### config.mk
export PLATFORM = sky130hd
export DESIGN_NAME = mem_access_unit
export DESIGN_NICKNAME = d
export VERILOG_FILES = /design/src/rtl/mem_access_pkg.sv /design/src/rtl/sat_counter.sv /design/src/rtl/mem_access_unit.sv
export SDC_FILE = /design/constraint.sdc
export NUM_CORES = 1
export LEC_CHECK = 0
export ABC_AREA = 1
export CORE_MARGIN = 2
export CORE_UTILIZATION = 45
export CTS_CLUSTER_SIZE = 14
export DETAILED_ROUTE_END_ITERATION = 16
export DONT_BUFFER_PORTS = 1
export SYNTH_ARGS = -nofsm -noshare
export SYNTH_HDL_FRONTEND = slang
export SYNTH_HIERARCHICAL = 1
export SYNTH_SLANG_ARGS = --single-unit
### constraint.sdc
create_clock -name clk -period 3.2 [get_ports clk]
set_clock_uncertainty 0.2 [all_clocks]
set_input_delay 0.64 -clock clk [delete_from_list [all_inputs] [get_ports clk]]
set_output_delay 0.64 -clock clk [all_outputs]
set_load 0.02 [all_outputs]
### src/rtl/mem_access_pkg.sv
// Shared widths, state encoding and data types for the memory access unit.
package mem_access_pkg;

  localparam int unsigned ADDR_W = 6;
  localparam int unsigned DATA_W = 8;
  localparam int unsigned CNT_W  = 16;

  typedef enum logic {INIT, RUN} mau_state_t;

  typedef logic [ADDR_W-1:0] addr_t;
  typedef logic [DATA_W-1:0] data_t;

endpackage

### src/rtl/sat_counter.sv
// Saturating up-counter with synchronous active-high reset.
module sat_counter #(
  parameter int unsigned CNT_W = 16
) (
  input  logic             clk,
  input  logic             rst,
  input  logic             inc,
  output logic [CNT_W-1:0] cnt
);

  logic [CNT_W-1:0] cnt_q, cnt_d;

  always_comb begin
    cnt_d = cnt_q;
    if (inc && (cnt_q != '1)) begin
      cnt_d = cnt_q + 1'b1;
    end
  end

  always_ff @(posedge clk) begin
    if (rst) begin
      cnt_q <= '0;
    end else begin
      cnt_q <= cnt_d;
    end
  end

  assign cnt = cnt_q;

endmodule

### src/rtl/mem_access_unit.sv
// 64-entry command-driven storage with a post-reset clearing sweep and activity counters.
// Define MEM_ACCESS_OUTREG_EN to add a second rdata/rvalid stage (read latency 2).
module mem_access_unit
  import mem_access_pkg::*;
#(
  parameter int unsigned ADDR_W = mem_access_pkg::ADDR_W,
  parameter int unsigned DATA_W = mem_access_pkg::DATA_W,
  parameter int unsigned CNT_W  = mem_access_pkg::CNT_W
) (
  input  logic              clk,
  input  logic              rst,
  input  logic [ADDR_W-1:0] addr,
  input  logic              wr,
  input  logic              en,
  input  logic [DATA_W-1:0] wdata,
  output logic              ready,
  output logic [DATA_W-1:0] rdata,
  output logic              rvalid,
  output logic [CNT_W-1:0]  wr_cnt,
  output logic [CNT_W-1:0]  rd_cnt,
  output logic [CNT_W-1:0]  drop_cnt
);

  localparam int unsigned Depth = 2 ** ADDR_W;

  mau_state_t        state_q, state_d;
  logic [ADDR_W-1:0] ptr_q, ptr_d;
  logic [DATA_W-1:0] rdata_q, rdata_d;
  logic              rvalid_q, rvalid_d;
  logic [DATA_W-1:0] mem_q [Depth];

  logic              mem_we;
  logic [ADDR_W-1:0] mem_waddr;
  logic [DATA_W-1:0] mem_wdata;
  logic              inc_wr, inc_rd, inc_drop;

  always_comb begin
    state_d   = state_q;
    ptr_d     = ptr_q;
    rdata_d   = rdata_q;
    rvalid_d  = 1'b0;
    mem_we    = 1'b0;
    mem_waddr = ptr_q;
    mem_wdata = '0;
    inc_wr    = 1'b0;
    inc_rd    = 1'b0;
    inc_drop  = 1'b0;
    unique case (state_q)
      INIT: begin
        // Sweep one entry per cycle; commands arriving now are counted and discarded.
        mem_we   = 1'b1;
        ptr_d    = ptr_q + 1'b1;
        inc_drop = en;
        if (ptr_q == '1) begin
          state_d = RUN;
        end
      end
      RUN: begin
        if (en) begin
          if (wr) begin
            mem_we    = 1'b1;
            mem_waddr = addr;
            mem_wdata = wdata;
            inc_wr    = 1'b1;
          end else begin
            rdata_d  = mem_q[addr];
            rvalid_d = 1'b1;
            inc_rd   = 1'b1;
          end
        end
      end
    endcase
  end

  always_ff @(posedge clk) begin
    if (rst) begin
      state_q  <= INIT;
      ptr_q    <= '0;
      rdata_q  <= '0;
      rvalid_q <= 1'b0;
    end else begin
      state_q  <= state_d;
      ptr_q    <= ptr_d;
      rdata_q  <= rdata_d;
      rvalid_q <= rvalid_d;
    end
  end

  // Storage is deliberately not reset; the INIT sweep clears it.
  always_ff @(posedge clk) begin
    if (mem_we) begin
      mem_q[mem_waddr] <= mem_wdata;
    end
  end

`ifdef MEM_ACCESS_OUTREG_EN
  logic [DATA_W-1:0] rdata2_q, rdata2_d;
  logic              rvalid2_q, rvalid2_d;

  always_comb begin
    rvalid2_d = rvalid_q;
    rdata2_d  = rvalid_q ? rdata_q : rdata2_q;
  end

  always_ff @(posedge clk) begin
    if (rst) begin
      rdata2_q  <= '0;
      rvalid2_q <= 1'b0;
    end else begin
      rdata2_q  <= rdata2_d;
      rvalid2_q <= rvalid2_d;
    end
  end

  assign rdata  = rdata2_q;
  assign rvalid = rvalid2_q;
`else
  assign rdata  = rdata_q;
  assign rvalid = rvalid_q;
`endif

  assign ready = (state_q == RUN);

  sat_counter #(.CNT_W(CNT_W)) u_wr_cnt (
    .clk (clk),
    .rst (rst),
    .inc (inc_wr),
    .cnt (wr_cnt)
  );

  sat_counter #(.CNT_W(CNT_W)) u_rd_cnt (
    .clk (clk),
    .rst (rst),
    .inc (inc_rd),
    .cnt (rd_cnt)
  );

  sat_counter #(.CNT_W(CNT_W)) u_drop_cnt (
    .clk (clk),
    .rst (rst),
    .inc (inc_drop),
    .cnt (drop_cnt)
  );

endmodule
==> qor.csv, run 1 <==
metric,value,unit
cts bufs inserted,58,
"commonest non-fill, non-tap cells in the layout","nand2_1 (737), nand3_1 (513), edfxtp_1 (512)",
DP Wirelength,37300,um
Max Fclk,337,MHz
Leakage,0.0104,uW
Worst-path clk slew,0.06,ns
HP Start,addr[5],
placed cells,3001,
count of final setup violators,0,
startpoint types,register,
All-Layer GR Usage,0.224,
Skew-Pair Late Insertion Delay,0.63,ns
total power,15700,uW
number of synthesized flops with an enable pin,512,
drc violations,0,
Vias,17000,
drt wl/cell,20.2,um
Finished Layout Cells,3110,
vias per cell,5.46,
Mapped Area,24400,um2
H-tree Lvls,2,
first-pass GRT wire length,95200,um
met1 GRT Util,0.298,
CP Launch Point,ready,
Die Wd,237,um
unrepaired setup endpoints after global routing,no,
CTS root buf,clkbuf_16,
sequential share of the synthesized area,0.683,
antenna violations before repair,0,
GR Layer Usage met3,0.0424,
TritonCTS clock tree,done,
Clock Power Share,0.440,
Comb pwr share,0.040,
Congestion Overflow GR,0,
# rows,85,
CORE AREA,53700,um2
Slew headroom,0.331,
Sw Ratio,0.213,
vias in the first global route,16300,
Net Switching,3330,uW
Routed Antenna Nets,0,
Slew @ Worst Pin,1.00,ns
Min-Delay Path Class,input pin to register,
arrival time at the worst endpoint,3.02,ns
GPL Wtd Cong,0.866,
#FFs+latches synth,576,
WHS,0.0889,ns
port buffer count,0,
yosys warns,6,
Slew Limit Fails,0,
PnR worst setup slack,0.236,ns
Int Pwr,12300,uW
Detailed Route Iter0 Violations,1545,
router iterations before antenna repair,5,
routed wire length,62900,um
crit share post-route,0.926,
"Min Clock Period, post-route",2.96,ns
ANT cells,0,
Synth Instances,2339,
"Most Used Layer, Global Route",met2,
area grow syn2layout,13.3,%
most used flip-flop cell after synthesis,edfxtp_1,
# IOs,76,
VDD IR-drop max,0.427,mV
"Max FO, Critical Path",12,
CTS max path bufs,3,
reg2reg start,ready,
fin nets,2389,
critical path type,register to register,
critical path required time,3.26,ns
GR Util met2,0.371,
Die ar.,56100,um2
Synth cell types,36,
max_cap viols,0,
Mapped Nets,2361,
final core utilization,0.515,
Clock Sink Count,576,
cts repair resizes,0,
CP Capture Type,register,
outcome,completed,
"Avg Cell Area, Syn",10.4,um2
post-synth top area cell,edfxtp_1,
ys async rst share,0,
Synth top area share,0.630,
Post-CTS Setup Inserts,0,
Initial Utilization,0.454,
final hold vios,0,
pin count of the biggest net entering global routing,259,
Reg power frac,0.519,
share of layout cells above drive strength 1,0.104,
DP Worst Slack,0.0451,ns
top post-synthesis cells by area,"edfxtp_1 (63%), nand2_1 (11%), nand3_1 (11%)",
Cell Pwr Density,566,nW/um2
"most common cell after layout, fill and taps aside",nand2_1,
die height,237,um
## critical path, cell delays in order, from the launching register on
cell and delay [ns]:
dfxtp_1 0.39, inv_4 0.09, nor3_4 0.31, inv_2 0.19, nand2_1 0.12, o21ai_2 0.10
inv_2 0.15, nand4_2 0.40, nor2_1 0.65
## synthesized netlist by cell type, types with 7 or more instances
cell and count:
edfxtp_1 512, nand4_1 13, nor2_4 7, dfxtp_1 64, buf_1 20, buf_2 30
nor2_2 28, clkbuf_1 65, inv_1 66, nor3_1 7, nor4_1 10, nand3_1 513
nand2_1 737, nor2_1 195, a21oi_1 25
## stage by stage
step | cell area, um2 | setup TNS [ns]
4_1_cts | 27600 | 0
3_5_place_dp | 25700 | 0
3_3_place_gp | 25700 | 0
2_1_floorplan | 24400 | -108.58
6_report | 27600 | 0
5_1_grt | 27600 | 0
## routing by layer
layer  share of wire  vias up
li1                -     8111
met1            0.42     8139
met2            0.47      624
met3           0.080      104
met4           0.027        0
met5               0        -
## area by class of cell
type / count / area (um2)
tap: 696 / 871
fill: 4719 / 26100
clock buffer: 74 / 1590
timing repair buffer: 87 / 846
inverter: 74 / 289
multi-input combinational: 1570 / 7020
clock inverter: 33 / 359
sequential: 576 / 16700
## state kept, by name (all words and copies together) (netlist names)
| register | cells |
|---|---|
| u_rd_cnt/cnt | 16 |
| mem_q | 512 |
| u_wr_cnt/cnt | 16 |
| rdata | 8 |
| u_drop_cnt/cnt | 16 |
| ready | 1 |
| rvalid | 1 |
| ptr_q | 6 |
## worst paths after layout
| path | to | slack, ns | cells past startpoint |
|---|---|---|---|
| worst max-delay path | mem_q[63][5] | 0.24 | 8 |
| worst min-delay path | rdata[3] | 0.09 | 4 |
| worst max register to register | mem_q[63][5] | 0.24 | 8 |
| worst min register to register | ready | 0.28 | 2 |
## kinds of logic (layout without fill, tap and decap cells)
logic type	Yosys count	in the layout	share of synthesized area
and+or+nand+nor	1529	1529	0.275
DFF	576	576	0.683
buffers and inverters	193	268	0.0322
AOI/OAI and AO/OA	37	37	0.00841
adders and majority gates	4	4	0.00205
## timing repair
action / in CTS / in global routing
hold buffers: 2 / 0
setup endpoints to repair: 0 / 0
hold endpoints to repair: 18 / 0
## power by group through the flow
stage	combinational (uW)	sequential, uW	clock (uW)
after floorplan	482	8280	0
after global placement	614	8290	0
after detailed placement	619	8290	0
after CTS	629	8130	7020
after global routing	696	8120	7290
final	633	8130	6900
Power figures use the tool's default switching activity.
==> run 2, diff against run 1 <==
- CORE_UTILIZATION: 45 -> 42
==> run 2 against run 1 <==
Register-to-register slack worse by 0.12 ns. Clock power is 2% higher. Die area is 7.0% higher. Total power is 0.79% higher. Maximum frequency is 4.0% lower. Global-route usage is 1.2 points lower. Sequential cell count stayed put. Worst hold slack better by 0.043 ns. Critical path depth stayed put. Routed wire length is 0.89% higher.
==> qor.csv, run 2 (synthesis results as in run 1) <==
metric,value,unit,change
pin count of the biggest net entering global routing,259,,unchanged
"Max FO, Critical Path",12,,unchanged
Slew @ Worst Pin,0.778,ns,-0.222 ns
CP Launch Point,ready,,
Detailed Route Iter0 Violations,1792,,+16%
DP Worst Slack,-0.163,ns,-0.208 ns
CTS root buf,clkbuf_16,,
# IOs,76,,unchanged
Congestion Overflow GR,0,,unchanged
Die ar.,60000,um2,+7.0%
reg2reg start,ready,,
Worst-path clk slew,0.06,ns,about the same
# rows,88,,+3.5%
PnR worst setup slack,0.114,ns,-0.123 ns
outcome,completed,,
Skew-Pair Late Insertion Delay,0.62,ns,about the same
CP top delay family,simple AND/OR/NAND/NOR gates,,
Comb pwr share,0.041,,about the same
Cell Pwr Density,568,nW/um2,+0.20%
CP Buf/Inv Count,3,,unchanged
first-pass GRT wire length,97200,um,+2.1%
Initial Utilization,0.424,,-0.0306
Reg power frac,0.515,,-0.004
vias per cell,5.38,,-1.5%
Slew headroom,0.480,,+0.148
final core utilization,0.483,,-0.0318
r2r setup slk,0.11,ns,-0.12 ns
critical path type,register to register,,
Routed Antenna Nets,0,,unchanged
CP max-delay cell,nor2_1,,
max incr delay on CP,0.71,ns,+0.06 ns
cts repair resizes,0,,unchanged
worst reg2reg path depth,8,,unchanged
vias in the first global route,16600,,+1.5%
die height,245,um,+3.5%
startpoint types,register,,
antenna violations before repair,0,,unchanged
Clock Sink Count,576,,unchanged
"Min Clock Period, post-route",3.09,ns,+0.123 ns
HP Start,en,,
setup TNS,0,ns,unchanged
cell breakdown of the critical path,inv_4 > nor3_4 > buf_4 > or2_2 > o21ai_4 > inv_2 > nand4_2 > nor2_1,,
drt wl/cell,19.9,um,-1.6%
max reg flops,512,,unchanged
"commonest non-fill, non-tap cells in the layout","nand2_1 (737), nand3_1 (513), edfxtp_1 (512)",,
unrepaired setup endpoints after global routing,no,,
share of layout cells above drive strength 1,0.104,,+0.000355
fin nets,2397,,+0.33%
CP Capture Type,register,,
Int Pwr,12500,uW,+1.3%
drc violations,0,,unchanged
Slew Limit Fails,0,,unchanged
Clock Power Share,0.444,,+0.004
arrival time at the worst endpoint,3.14,ns,+0.12 ns
max_cap viols,0,,unchanged
Min-Delay Path Class,input pin to register,,
critical path required time,3.25,ns,about the same
Leakage,0.0105,uW,+0.40%
Vias,17200,,+1.1%
CTS max path bufs,3,,unchanged
final hold vios,0,,unchanged
crit share post-route,0.964,,+0.0383
total power,15800,uW,+0.79%
area grow syn2layout,13.9,%,
VDD IR-drop max,0.396,mV,-7.3%
TritonCTS clock tree,done,,
port buffer count,0,,unchanged
GPL Wtd Cong,0.887,,+2.4%
count of final setup violators,0,,unchanged
register with the most flip-flops,mem_q,,
"most common cell after layout, fill and taps aside",nand2_1,,
number of stages on the worst setup path,8,,unchanged
ANT cells,0,,unchanged
Max Fclk,324,MHz,-4.0%
cts bufs inserted,59,,+1.7%
DP Wirelength,38700,um,+3.7%
Sw Ratio,0.209,,-0.00370
Net Switching,3300,uW,-0.96%
routed wire length,63400,um,+0.89%
WHS,0.132,ns,+0.0429 ns
Worst Setup EP,mem_q[63][7],,
router iterations before antenna repair,5,,unchanged
CORE AREA,57600,um2,+7.2%
Die Wd,245,um,+3.5%
H-tree Lvls,2,,unchanged
All-Layer GR Usage,0.212,,-0.0120
worst r2r dst,mem_q[63][7],,
==> run 2: cell types whose count changed in the layout (fill, tap and decap cells not counted), sizes merged <==
| cell | previous run | this run |
|---|---|---|
| buf | 85 | 92 |
| clkbuf | 74 | 78 |
| bufinv | 6 | 8 |
| clkinvlp | 2 | 1 |
| inv | 75 | 74 |
==> run 2: timing repair <==
item,4_1_cts,5_1_grt
hold buffers,2,0
hold endpoints to repair,16,0
setup buffers,0,0
==> run 2: how the worst min path moves through the flow <==
stage	to	slack [ns]	cells past startpoint
floorplan	ready	0.26	2
global placement	ptr_q[5]	0.29	2
detailed placement	ptr_q[5]	0.30	2
CTS	rvalid	0.09	2
global route	mem_q[34][5]	0.14	2
finish	rvalid	0.13	2
==> run 2: area by class of cell <==
cell class | instances | area [um2]
clock buffer | 78 | 1600
clock inverter | 33 | 388
fill | 5151 | 29800
inverter | 74 | 288
multi-input combinational | 1570 | 7020
sequential | 576 | 16700
tap | 765 | 957
timing repair buffer | 94 | 886
==> run 2: through the flow <==
step                instance area [um2]  instances
floorplan                         24400       2339
global placement                  25800       3077
detailed placement                25800       3077
CTS                               27800       3190
global route                      27800       3190
finish                            27800       3190
==> run 2: power groups by stage <==
stage          combinational [uW]  sequential (uW)  clock, uW
2_1_floorplan                 482             8280          0
5_1_grt                       706             8130       7420
3_5_place_dp                  629             8290          0
3_3_place_gp                  619             8280          0
6_report                      644             8130       7010
4_1_cts                       638             8130       7120
==> run 2: worst register-to-register path, cell delays in order, from the launching register on <==
cell and delay (ns):
dfxtp_1 0.37, inv_4 0.08, nor3_4 0.27, buf_4 0.25, or2_2 0.16, o21ai_4 0.09
inv_2 0.15, nand4_2 0.43, nor2_1 0.72
==> run 2: metal layers <==
layer | up-vias | track usage | share of wire
met3 | 109 | 0.0431 | 0.078
met2 | 640 | 0.335 | 0.46
met1 | 8274 | 0.296 | 0.44
li1 | 8136 | - | -
met4 | 0 | 0.0583 | 0.022
met5 | - | 0 | 0
